==> src/rtl/duty_ramp_ctrl_if.sv <==
// Target-duty handshake between a duty requester and duty_ramp_ctrl.
// valid/ready: a target transfers on any clock edge where target_vld && target_rdy are both high.
interface duty_ramp_ctrl_if;
    logic [9:0] target;
    logic       target_vld;
    logic       target_rdy;

    modport master (output target, output target_vld, input target_rdy);
    modport slave  (input target, input target_vld, output target_rdy);
endinterface

==> src/rtl/duty_ramp_ctrl.sv <==
// Slew-limited duty source for a 10-bit PWM: ramps duty toward a requested target,
// changing it only at PWM period boundaries, with a latched fault brake.
module duty_ramp_ctrl #(
    parameter int STEP     = 8,
    parameter int RAMP_DIV = 4
) (
    input  logic                   clk,
    input  logic                   rst_n,
    input  logic                   en,
    input  logic                   fault,
    duty_ramp_ctrl_if.slave        tgt_bus,
    output logic [9:0]             duty,
    output logic                   at_target,
    output logic [1:0]             state_o
);

    typedef enum logic [1:0] {
        IDLE  = 2'b00,
        RAMP  = 2'b01,
        HOLD  = 2'b10,
        BRAKE = 2'b11
    } state_t;

    localparam logic [10:0] STEP_W   = 11'(STEP);
    localparam logic [9:0]  STEP_D   = 10'(STEP);
    localparam logic [7:0]  DIV_LAST = 8'(RAMP_DIV - 1);

    state_t      state, state_nx;
    logic [9:0]  cnt;
    logic [9:0]  tgt, tgt_nx, tgt_eff, duty_nx;
    logic [7:0]  div, div_nx;
    logic [10:0] gap;
    logic        tick, update, accept;

    // Period counter runs in lockstep with the PWM counter; tick marks its last count.
    assign tick      = (cnt == 10'h3FF);
    assign tgt_eff   = en ? tgt : 10'd0;
    assign tgt_bus.target_rdy = (state != BRAKE);
    assign accept    = tgt_bus.target_vld && tgt_bus.target_rdy;
    assign update    = (state == RAMP) && tick && (div == DIV_LAST);
    assign at_target = (duty == tgt_eff) && (state != BRAKE);
    assign state_o   = state;

    always_comb begin
        gap = 11'd0;
        if (duty < tgt_eff) gap = {1'b0, tgt_eff} - {1'b0, duty};
        else                gap = {1'b0, duty} - {1'b0, tgt_eff};
    end

    always_comb begin
        state_nx = state;
        duty_nx  = duty;
        tgt_nx   = tgt;
        div_nx   = div;

        if (accept) tgt_nx = tgt_bus.target;

        // A remaining gap within one step lands exactly on the target, so no overshoot or wrap.
        if (update) begin
            if (gap <= STEP_W)       duty_nx = tgt_eff;
            else if (duty < tgt_eff) duty_nx = duty + STEP_D;
            else                     duty_nx = duty - STEP_D;
        end

        if (state == RAMP) begin
            if (tick) div_nx = (div == DIV_LAST) ? 8'd0 : div + 8'd1;
        end else begin
            div_nx = 8'd0;
        end

        case (state)
            IDLE:    if (en && (tgt != 10'd0)) state_nx = RAMP;
            RAMP:    if (duty == tgt_eff) state_nx = en ? HOLD : IDLE;
            HOLD:    if (duty != tgt_eff) state_nx = RAMP;
            BRAKE:   if (!fault && !en) state_nx = IDLE;
            default: state_nx = IDLE;
        endcase

        // Fault overrides everything, including a target arriving in the same cycle.
        if (fault) begin
            state_nx = BRAKE;
            duty_nx  = 10'd0;
            tgt_nx   = 10'd0;
            div_nx   = 8'd0;
        end
    end

    always_ff @(posedge clk or negedge rst_n) begin
        if (!rst_n) begin
            state <= IDLE;
            cnt   <= 10'd0;
            div   <= 8'd0;
            tgt   <= 10'd0;
            duty  <= 10'd0;
        end else begin
            state <= state_nx;
            cnt   <= cnt + 10'd1;
            div   <= div_nx;
            tgt   <= tgt_nx;
            duty  <= duty_nx;
        end
    end

endmodule

==> src/flat_wrapper.sv <==
// flat-port wrapper written by rule: the top's interface ports become plain ports
module duty_ramp_ctrl_flat 
#(
    parameter int STEP     = 8,
    parameter int RAMP_DIV = 4
)
  (clk, rst_n, en, fault, duty, at_target, state_o, tgt_bus_target, tgt_bus_target_vld, tgt_bus_target_rdy);
  duty_ramp_ctrl_if tgt_bus_i ();
  input  logic clk;
  input  logic rst_n;
  input  logic en;
  input  logic fault;
  output logic [9:0] duty;
  output logic at_target;
  output logic [1:0] state_o;
  input wire logic [$bits(tgt_bus_i.target)-1:0] tgt_bus_target;
  input wire logic [$bits(tgt_bus_i.target_vld)-1:0] tgt_bus_target_vld;
  output wire logic [$bits(tgt_bus_i.target_rdy)-1:0] tgt_bus_target_rdy;
  assign tgt_bus_i.target = tgt_bus_target;
  assign tgt_bus_i.target_vld = tgt_bus_target_vld;
  assign tgt_bus_target_rdy = tgt_bus_i.target_rdy;
  duty_ramp_ctrl #(.STEP(STEP), .RAMP_DIV(RAMP_DIV)) u_core (.clk(clk), .rst_n(rst_n), .en(en), .fault(fault), .tgt_bus(tgt_bus_i), .duty(duty), .at_target(at_target), .state_o(state_o));
endmodule
==> config.mk <==
export PLATFORM = sky130hd
export DESIGN_NAME = duty_ramp_ctrl_flat
export DESIGN_NICKNAME = d
export VERILOG_FILES = /design/src/rtl/duty_ramp_ctrl_if.sv /design/src/rtl/duty_ramp_ctrl.sv /design/src/flat_wrapper.sv
export SDC_FILE = /design/constraint.sdc
export NUM_CORES = 1
export LEC_CHECK = 0
export CORE_AREA = 8 8 85 79
export CTS_CLUSTER_SIZE = 16
export DETAILED_ROUTE_END_ITERATION = 6
export DIE_AREA = 0 0 93 87
export PLACE_DENSITY = 0.81
export SLEW_MARGIN = 20
export SYNTH_ARGS = -nofsm -noshare
export SYNTH_HDL_FRONTEND = slang
export SYNTH_SLANG_ARGS = --single-unit
==> constraint.sdc <==
create_clock -name clk -period 5 [get_ports clk]
set_input_delay 1 -clock clk [delete_from_list [all_inputs] [get_ports clk]]
set_output_delay 1 -clock clk [all_outputs]
set_load 0.005 [all_outputs]
==> results of run 1 <==
[cell families after synthesis]
kind of cell	after synthesis	synth area share
XOR/XNOR	26	0.07707
flip-flops	40	0.3130
adder cells (fa/ha/maj)	29	0.1205
multiplexers	5	0.01565
buffers and inverters	46	0.06651
AO/OA/AOI/OAI	106	0.2481
AND/OR/NAND/NOR	98	0.1592
[metrics by stage]
step | utilization | setup WS [ns] | std cells | power (mW) | instance area [µm²]
6_report | 0.6793 | 0.3612 | 455 | 0.9985 | 3669
5_1_grt | 0.6793 | 0.1610 | 455 | 1.050 | 3669
4_1_cts | 0.6793 | 0.3728 | 455 | 0.9979 | 3669
3_5_place_dp | 0.6636 | 0.1135 | 447 | 0.7919 | 3583
3_3_place_gp | 0.6636 | 0.3035 | 447 | 0.7889 | 3583
2_1_floorplan | - | 0.6294 | 350 | 0.6624 | 3198
[per-layer routing]
metal,global-route usage,vias up,part of all wire
li1,-,1336,-
met1,0.2431,1291,0.47
met2,0.3082,59,0.48
met3,0.02931,9,0.044
met4,0.05702,0,0.013
met5,0,-,0
[cells in the mapped netlist (3+ instances only)]
library cell,instances,area (µm²)
dfrtp_1,40,1001
a21oi_1,27,135.1
inv_1,27,101.4
ha_1,26,325.3
nor2_1,24,90.09
nand2_1,21,78.83
xnor2_1,16,140.1
nand3_1,14,70.07
o21ai_0,13,65.06
a22o_1,10,87.58
xor2_1,9,78.83
a21o_1,8,60.06
clkbuf_1,8,30.03
nor3_1,8,40.04
and3_1,7,43.79
o31a_1,6,52.55
mux2i_1,5,50.05
o31ai_1,5,37.54
a31oi_1,4,25.02
nand4_1,4,25.02
o21a_1,4,30.03
a221oi_1,3,26.28
a311oi_1,3,26.28
buf_2,3,15.01
buf_4,3,22.52
buf_6,3,33.78
fa_1,3,60.06
nand2b_1,3,18.77
[state kept, by name (all words and copies together) (netlist names)]
register and cells:
u_core.cnt 10, u_core.div 8, u_core.duty 10, u_core.state_o 2
u_core.tgt 10
[layout make-up]
cell class / instances / area [µm²] / share of cell area
Clock buffer: 7 / 76.32 / 0.02080
Tap cell: 70 / 87.58 / 0.02387
Timing Repair Buffer: 45 / 402.9 / 0.1098
Clock inverter: 1 / 8.758 / 0.002387
Inverter: 28 / 107.6 / 0.02933
Multi-Input combinational cell: 264 / 1984 / 0.5409
Sequential cell: 40 / 1001 / 0.2729
[power by group]
part | internal, mW | leakage, nW | switching, mW
combinational | 0.191 | 1.07 | 0.248
clock | 0.0995 | 0.0424 | 0.106
sequential | 0.335 | 0.534 | 0.0183
total | 0.626 | 1.64 | 0.373
[worst max path at each step]
stage | endpoint | slack (ns)
floorplan | u_core.duty[9]$_DFFE_PN0P_ | 0.63
global placement | u_core.duty[9]$_DFFE_PN0P_ | 0.30
detailed placement | u_core.duty[9]$_DFFE_PN0P_ | 0.11
CTS | at_target | 0.37
global route | u_core.duty[9]$_DFFE_PN0P_ | 0.16
finish | at_target | 0.36
==> metrics.txt, run 1 <==
status=complete, no violations; reg-to-reg setup timing slack=1.21 ns; Core Footprint=5400 µm²; period utilization=0.9278; CTS Buf Count=5; row cnt=26; Synth warnings=0; TritonCTS clock tree=yes; initial antenna violation count=0; Avg Cell Area, Syn=9.137 µm²; All-Layer GR Usage=0.1863; reg2reg end=u_core.duty[9]$_DFFE_PN0P_; critical path data required time=4.00 ns; Worst-Margin Slew=0.8685 ns; vias per cell=5.923; Post-synth ARST share=1.000; final slew viol count=0; drt pass-1 iters=4; reg2reg start=u_core.duty[1]$_DFFE_PN0P_; number of setup buffers added after CTS=0; first-pass GRT wire length=12340 µm; Cells after Synth=350; clock-pin slew on the worst setup and hold paths=0.07 ns; Max Cap Violations=0; register bit total from synthesis=40; CP Class=in -> out; worst path buffer plus inverter count=4; RSZ-0062 raised after global routing=false; worst hold path type=reg -> reg; CP Depth=10; Crit path top cell by count=clkdlybuf4s50_1; register area share after synthesis=0.3130; layout cells sized above 1=0.09610; Critical Path AT=3.64 ns; Fin Hold WS=0.4476 ns; Hold Path Origin=u_core.cnt[0]$_DFF_PN0_; crit path launch=en; Synth cell types=64; Hold Crit Depth=1; Antenna Nets Post-Route=0; post-CTS sizing=0; Placer Congestion=0.9188; FMAX=0.2156 GHz; Root Buffer=clkbuf_8; Residual DRC=0; via count=2695; crit path cell chain=clkdlybuf4s50_1 > buf_4 > nand2_1 > inv_1 > ha_1 > nand3_1 > nor2_1 > nand4_1 > a21oi_1 > clkdlybuf4s50_1; Post-synth EDFFs=0; IO Port Bufs=28; die height=87 µm; startpoint types=input port; Rel. slew slack=0.4210; maximum clock path buffer count=2; nets@finish=428; Final Hold Vio Count=0; die area=8091 µm²; routed len/inst=16.30 µm; Final TNS setup=0 ns; # H-tree levels=2; Clock Skews=0.004089 ns; most common cell after layout, fill and taps aside=dfrtp_1; vias in the first global route=2599; total wire length=7418 µm; fill cell count=446; GRT Residual Overflow=0; Final HPWL DP=5889 µm; Antenna Cells=0; hold_buf cts=0; mapped cell area=3198 µm²; minimum clock period after layout=4.639 ns; Worst Hold End=u_core.cnt[0]$_DFF_PN0_; CP Capture Type=output pin; Synth Flop Type=dfrtp_1; P per Cell Area=272.2 nW/µm²; Static Leakage=1.645 nW; Max stage delay on crit path=0.54 ns; Die Wd=93 µm; Clock Sink Count=40; num ports=29; most frequent cells in the layout=dfrtp_1, inv_1, a21oi_1, clkdlybuf4s50_1, ha_1; P&R area growth vs syn=14.71%; pin count of the biggest net entering global routing=41; syn nets=394; critical path's slowest cell=clkdlybuf4s50_1; # setup viols final=0; VDD IR max=0.1712 mV; FF-to-FF path depth=16; DR iter-0 viols=131; cell family contributing the most delay on the critical path=buffers and inverters; CP max FO=10; clock latency on the worst-skew pair=0.29 ns; Initial Utilization=0.5922
Note: power is estimated with default switching activity, not from simulation.
==> inputs of run 2 (changes only) <==
--- a/config.mk
+++ b/config.mk
@@ -5,11 +5,12 @@
 export SDC_FILE = /design/constraint.sdc
 export NUM_CORES = 1
 export LEC_CHECK = 0
-export CORE_AREA = 8 8 85 79
+export CAP_MARGIN = 40
+export CORE_AREA = 8 8 86 81
 export CTS_CLUSTER_SIZE = 16
 export DETAILED_ROUTE_END_ITERATION = 6
-export DIE_AREA = 0 0 93 87
-export PLACE_DENSITY = 0.81
+export DIE_AREA = 0 0 94 89
+export PLACE_DENSITY = 0.78
 export SLEW_MARGIN = 20
 export SYNTH_ARGS = -nofsm -noshare
 export SYNTH_HDL_FRONTEND = slang
==> metrics.txt, run 2 (synthesis gave the netlist of run 1 again) <==
fill cell count=430 (was 446); P per Cell Area=273.3 nW/µm² (was 272.2 nW/µm²); Clock Sink Count=40 (unchanged); CP Class=in -> reg (was in -> out); minimum clock period after layout=4.418 ns (was 4.639 ns); All-Layer GR Usage=0.1953 (was 0.1863); vias in the first global route=2681 (was 2599); # H-tree levels=2 (unchanged); total wire length=7654 µm (was 7418 µm); # setup viols final=0 (unchanged); die height=89 µm (was 87 µm); initial antenna violation count=0 (unchanged); VDD IR max=0.2295 mV (was 0.1712 mV); most common cell after layout, fill and taps aside=dfrtp_1 (unchanged); num ports=29 (unchanged); Rel. slew slack=0.4775 (was 0.4210); setup ws final=0.5816 ns (was 0.3612 ns); DR top layer=met4 (unchanged); layout cells sized above 1=0.1059 (was 0.09610); CP Capture Type=flip-flop (was output pin); DR iter-0 viols=178 (was 131); routed len/inst=16.75 µm (was 16.30 µm); number of setup buffers added after CTS=0 (unchanged); FMAX=0.2263 GHz (was 0.2156 GHz); hold_buf cts=0 (unchanged); Static Leakage=1.668 nW (was 1.645 nW); row cnt=26 (unchanged); Initial Utilization=0.5852 (was 0.5922); total chip power=1.014 mW (was 0.9985 mW); most frequent cells in the layout=dfrtp_1, inv_1, a21oi_1, ha_1, clkdlybuf4s50_1 (was dfrtp_1, inv_1, a21oi_1, clkdlybuf4s50_1, ha_1); post-CTS sizing=0 (unchanged); CTS Buf Count=5 (unchanged); Final Hold Vio Count=0 (unchanged); P&R area growth vs syn=16.04% (was 14.71%); period utilization=0.8837 (was 0.9278); via count=2742 (was 2695); maximum clock path buffer count=2 (unchanged); Root Buffer=clkbuf_8 (unchanged); worst hold path type=reg -> reg (unchanged); vias per cell=6.000 (was 5.923); Critical Path AT=4.62 ns (was 3.64 ns); die area=8366 µm² (was 8091 µm²); Worst-Margin Slew=0.7782 ns (was 0.8685 ns); startpoint types=input port (unchanged); largest registers=u_core.cnt x10, u_core.duty x10, u_core.tgt x10 (unchanged); crit path cell chain=dlymetal6s2s_1 > nand2_1 > inv_1 > ha_1 > nor2b_1 > o31a_1 > o21ai_2 > and2_1 > inv_4 > fa_1 > a21o_1 > a21oi_1 > o21bai_1 > a21oi_1 > xnor2_1 > xnor2_1 > o21ai_0 > a311oi_1 (was clkdlybuf4s50_1 > buf_4 > nand2_1 > inv_1 > ha_1 > nand3_1 > nor2_1 > nand4_1 > a21oi_1 > clkdlybuf4s50_1); met3 WL=570 µm (was 324 µm); critical path's slowest cell=fa_1 (was clkdlybuf4s50_1); IO Port Bufs=28 (unchanged); TritonCTS clock tree=yes (unchanged); Util after Layout=0.6790 (was 0.6793); critical path data required time=5.20 ns (was 4.00 ns); Clock Skews=0.009162 ns (was 0.004089 ns); Antenna Cells=0 (unchanged); clock latency on the worst-skew pair=0.30 ns (was 0.29 ns); Die Wd=94 µm (was 93 µm); GRT Residual Overflow=0 (unchanged); pin count of the biggest net entering global routing=27 (was 41); routed metal-1 wirelength=3629 µm (was 3468 µm); WL met2=3381 µm (was 3531 µm); drt pass-1 iters=4 (unchanged); Max stage delay on crit path=0.41 ns (was 0.54 ns); RSZ-0062 raised after global routing=false (unchanged); Placer Congestion=0.9032 (was 0.9188); Antenna Nets Post-Route=0 (unchanged); worst path buffer plus inverter count=3 (was 4); Residual DRC=0 (unchanged); CP max FO=12 (was 10); final slew viol count=0 (unchanged); dpl ws=-0.06241 ns (was 0.1135 ns); first-pass GRT wire length=13100 µm (was 12340 µm); Max Cap Violations=0 (unchanged); clock-pin slew on the worst setup and hold paths=0.08 ns (was 0.07 ns); Final HPWL DP=5984 µm (was 5889 µm); Core Footprint=5465 µm² (was 5400 µm²); cell family contributing the most delay on the critical path=compound AO/OA/AOI/OAI gates (was buffers and inverters); status=complete, no violations (unchanged); nets@finish=430 (was 428)
-- run 2: metal layers --
layer,up-vias,global-route usage
met3,9,0.04450
met5,-,0
met4,0,0.04604
met1,1297,0.2751
li1,1340,-
met2,96,0.2950
-- run 2: final timing paths --
path | endpoint | depth (start not counted) | slack (ns) | from
max in group asynchronous | u_core.tgt[8]$_DFFE_PN0P_ | 2 | 3.94 | rst_n
hold reg to reg | u_core.cnt[0]$_DFF_PN0_ | 1 | 0.45 | u_core.cnt[0]$_DFF_PN0_
hold / removal | u_core.cnt[0]$_DFF_PN0_ | 1 | 0.45 | u_core.cnt[0]$_DFF_PN0_
min in group asynchronous | u_core.div[1]$_DFFE_PN0P_ | 1 | 0.60 | rst_n
setup reg to reg | u_core.duty[9]$_DFFE_PN0P_ | 16 | 1.26 | u_core.duty[1]$_DFFE_PN0P_
setup / recovery | u_core.duty[9]$_DFFE_PN0P_ | 18 | 0.58 | en
-- run 2: metrics by stage --
| step | instances | TNS, ns | instance area (µm²) | hold WS (ns) |
|---|---|---|---|---|
| 6_report | 457 | 0 | 3711 | 0.4455 |
| 5_1_grt | 457 | 0 | 3711 | 0.4856 |
| 4_1_cts | 457 | 0 | 3709 | 0.4511 |
| 3_5_place_dp | 449 | -0.07745 | 3611 | 0.4394 |
| 3_3_place_gp | 448 | 0 | 3591 | 0.4390 |
| 2_1_floorplan | 350 | 0 | 3198 | 0.4224 |
-- run 2: area by class of cell --
type / instances / area (µm²) / area share
clock buffer: 6 / 82.58 / 0.02225
clock inverter: 2 / 15.01 / 0.004046
inverter: 28 / 107.6 / 0.02900
multi-input combinational: 264 / 1984 / 0.5347
sequential: 40 / 1001 / 0.2697
tap: 70 / 87.58 / 0.02360
timing repair buffer: 47 / 432.9 / 0.1167
-- run 2: report_power, final --
part,total [mW],internal (mW),switching (mW)
clock network,0.231,0.112,0.119
registers,0.352,0.335,0.0174
logic,0.431,0.181,0.250
-- run 2: worst reg2reg max path: stages, from the launching register on --
cell,delay [ns]
dfrtp_1,0.46
inv_1,0.12
ha_1,0.33
nor2b_1,0.15
o31a_1,0.29
o21ai_2,0.17
and2_1,0.22
inv_4,0.08
fa_1,0.42
a21o_1,0.18
a21oi_1,0.25
o21bai_1,0.10
a21oi_1,0.17
xnor2_1,0.16
xnor2_1,0.14
o21ai_0,0.10
a311oi_1,0.29
==> inputs of run 3 (changes only) <==
--- a/config.mk
+++ b/config.mk
@@ -5,12 +5,14 @@
 export SDC_FILE = /design/constraint.sdc
 export NUM_CORES = 1
 export LEC_CHECK = 0
-export CAP_MARGIN = 40
+export CAP_MARGIN = 0
 export CORE_AREA = 8 8 86 81
+export CTS_BUF_LIST = sky130_fd_sc_hd__clkbuf_8
 export CTS_CLUSTER_SIZE = 16
 export DETAILED_ROUTE_END_ITERATION = 6
 export DIE_AREA = 0 0 94 89
 export PLACE_DENSITY = 0.78
+export RECOVER_POWER = 25
 export SLEW_MARGIN = 20
 export SYNTH_ARGS = -nofsm -noshare
 export SYNTH_HDL_FRONTEND = slang
==> metrics.txt, run 3 (synthesis gave the netlist of run 1 again) <==
status=complete, but fails checks (was complete, no violations); violated checks=max-capacitance violations, max-slew violations; drt pass-1 iters=4 (unchanged); Worst-Margin Slew=2.139 ns (was 0.7782 ns); GRT Residual Overflow=0 (unchanged); most frequent cells in the layout=dfrtp_1, inv_1, a21oi_1, ha_1, clkdlybuf4s50_1 (unchanged); Crit path top cell by count=inv_1; Worst Hold End=u_core.cnt[0]$_DFF_PN0_ (unchanged); dpl ws=-0.05825 ns (was -0.06241 ns); num ports=29 (unchanged); CP Class=in -> reg (unchanged); CP max FO=12 (unchanged); FMAX=0.2267 GHz (was 0.2263 GHz); DR iter-0 viols=197 (was 178); reg2reg end=u_core.duty[9]$_DFFE_PN0P_ (unchanged); RSZ-0062 raised after global routing=false (unchanged); maximum clock path buffer count=2 (unchanged); row cnt=26 (unchanged); CTS Buf Count=5 (unchanged); P&R area growth vs syn=14.87% (was 16.04%); final slew viol count=41 (was 0); Rel. slew slack=-0.4263 (was 0.4775); Placer Congestion=0.9032 (unchanged); IO Port Bufs=28 (unchanged); first-pass GRT wire length=12970 µm (was 13100 µm); Final Hold Vio Count=0 (unchanged); VDD IR max=0.2241 mV (was 0.2295 mV); total wire length=7588 µm (was 7654 µm); Initial Utilization=0.5852 (unchanged); Die Wd=94 µm (unchanged); FF-to-FF path depth=16 (unchanged); footprint of the multi-input gates=1984 µm² (unchanged); All-Layer GR Usage=0.1936 (was 0.1953); # H-tree levels=2 (unchanged); Max Cap Violations=1 (was 0); vias per cell=5.927 (was 6.000); P per Cell Area=268.3 nW/µm² (was 273.3 nW/µm²); startpoint types=input port (unchanged); via count=2697 (was 2742); reg2reg start=u_core.duty[1]$_DFFE_PN0P_ (unchanged); # setup viols final=0 (unchanged); pin count of the biggest net entering global routing=41 (was 27); Final HPWL DP=5936 µm (was 5984 µm); Clock Skews=0.008701 ns (was 0.009162 ns); Fin Hold WS=0.4454 ns (was 0.4455 ns); most common cell after layout, fill and taps aside=dfrtp_1 (unchanged); Static Leakage=1.652 nW (was 1.668 nW); largest registers=u_core.cnt x10, u_core.duty x10, u_core.tgt x10 (unchanged); minimum clock period after layout=4.411 ns (was 4.418 ns); die area=8366 µm² (unchanged); number of setup buffers added after CTS=0 (unchanged); clock latency on the worst-skew pair=0.30 ns (about the same); CP Capture Type=flip-flop (unchanged); placed cell count=448 (was 449); critical path data required time=5.19 ns (was 5.20 ns); Core Footprint=5465 µm² (unchanged); reg-to-reg setup timing slack=1.30 ns (was 1.26 ns); setup ws final=0.5887 ns (was 0.5816 ns); Antenna Nets Post-Route=0 (unchanged); Sequential Area=1001 µm² (unchanged); Max stage delay on crit path=0.49 ns (was 0.41 ns); crit path cell chain=dlymetal6s2s_1 > buf_4 > nand2_1 > inv_1 > ha_1 > inv_1 > fa_1 > a21o_1 > a31o_1 > a2111oi_0 > a31oi_1 > a22oi_1 > o21a_1 > and4bb_1 > nand3_1 > a311oi_1 (was dlymetal6s2s_1 > nand2_1 > inv_1 > ha_1 > nor2b_1 > o31a_1 > o21ai_2 > and2_1 > inv_4 > fa_1 > a21o_1 > a21oi_1 > o21bai_1 > a21oi_1 > xnor2_1 > xnor2_1 > o21ai_0 > a311oi_1); TritonCTS clock tree=yes (unchanged); Hold Path Origin=u_core.cnt[0]$_DFF_PN0_ (unchanged); Antenna Cells=0 (unchanged); Clock Sink Count=40 (unchanged); Residual DRC=0 (unchanged); worst hold path type=reg -> reg (unchanged); Root Buffer=clkbuf_8 (unchanged); nets@finish=429 (was 430); total chip power=0.9856 mW (was 1.014 mW); crit path launch=en (unchanged); non-filler cells, final=455 (was 457); die height=89 µm (unchanged); fill cell count=444 (was 430); Critical Path AT=4.60 ns (was 4.62 ns); layout cells sized above 1=0.09870 (was 0.1059); critical path's slowest cell=and4bb_1 (was fa_1); clock-pin slew on the worst setup and hold paths=0.07 ns (was 0.08 ns); vias in the first global route=2670 (was 2681); Util after Layout=0.6722 (was 0.6790); routed len/inst=16.68 µm (was 16.75 µm); Hold Crit Depth=1 (unchanged); initial antenna violation count=0 (unchanged); period utilization=0.8823 (was 0.8837)
-- run 3: cell count changes in the layout (fill, tap and decap cells not counted), sizes merged --
| cell | previous run | this run |
|---|---|---|
| clkinvlp | 2 | 1 |
| buf | 20 | 18 |
| clkinv | 0 | 1 |
-- run 3: how the worst max path moves through the flow --
stage / end / slack [ns]
after detailed placement: u_core.duty[9]$_DFFE_PN0P_ / -0.06
after floorplan: u_core.duty[9]$_DFFE_PN0P_ / 0.63
after CTS: u_core.duty[9]$_DFFE_PN0P_ / 0.24
after global routing: u_core.duty[9]$_DFFE_PN0P_ / 0.28
final: u_core.duty[4]$_DFFE_PN0P_ / 0.59
after global placement: u_core.duty[7]$_DFFE_PN0P_ / 0.06
-- run 3: final cells by class --
| cell class | instances | area share |
|---|---|---|
| clock buffer | 5 | 0.01873 |
| clock inverter | 2 | 0.003406 |
| inverter | 28 | 0.02929 |
| multi-input combinational | 264 | 0.5402 |
| sequential | 40 | 0.2725 |
| tap | 70 | 0.02384 |
| timing repair buffer | 46 | 0.1121 |
-- run 3: where the power goes --
group          internal [mW]  switching, mW
Sequential             0.335         0.0176
Clock                 0.0945          0.112
Combinational          0.179          0.247
-- run 3: critical path: cells and delay by family --
kind / cells / cell delay [ns]
AO/OA/AOI/OAI: 7 / 1.61
buffers and inverters: 4 / 0.72
AND/OR/NAND/NOR: 3 / 0.70
adder cells (fa/ha/maj): 2 / 0.58
-- run 3: metal layers --
metal / up-vias / GRT usage / wire length, µm
met5: - / 0 / 0
met4: 0 / 0.05324 / 61
met3: 6 / 0.03694 / 506
met2: 79 / 0.2918 / 3224
met1: 1265 / 0.2747 / 3796
li1: 1347 / - / -
-- run 3: metrics by stage --
step / area [µm²] / TNS, ns
after detailed placement: 3591 / -0.1580
final: 3674 / 0
after floorplan: 3198 / 0
after global placement: 3591 / 0
after CTS: 3672 / 0
after global routing: 3674 / 0
-- run 3: what timing repair did --
action                     in CTS  in global routing
resized for setup               0                  1
setup endpoints to repair       0                  5
hold buffers                    0                  0
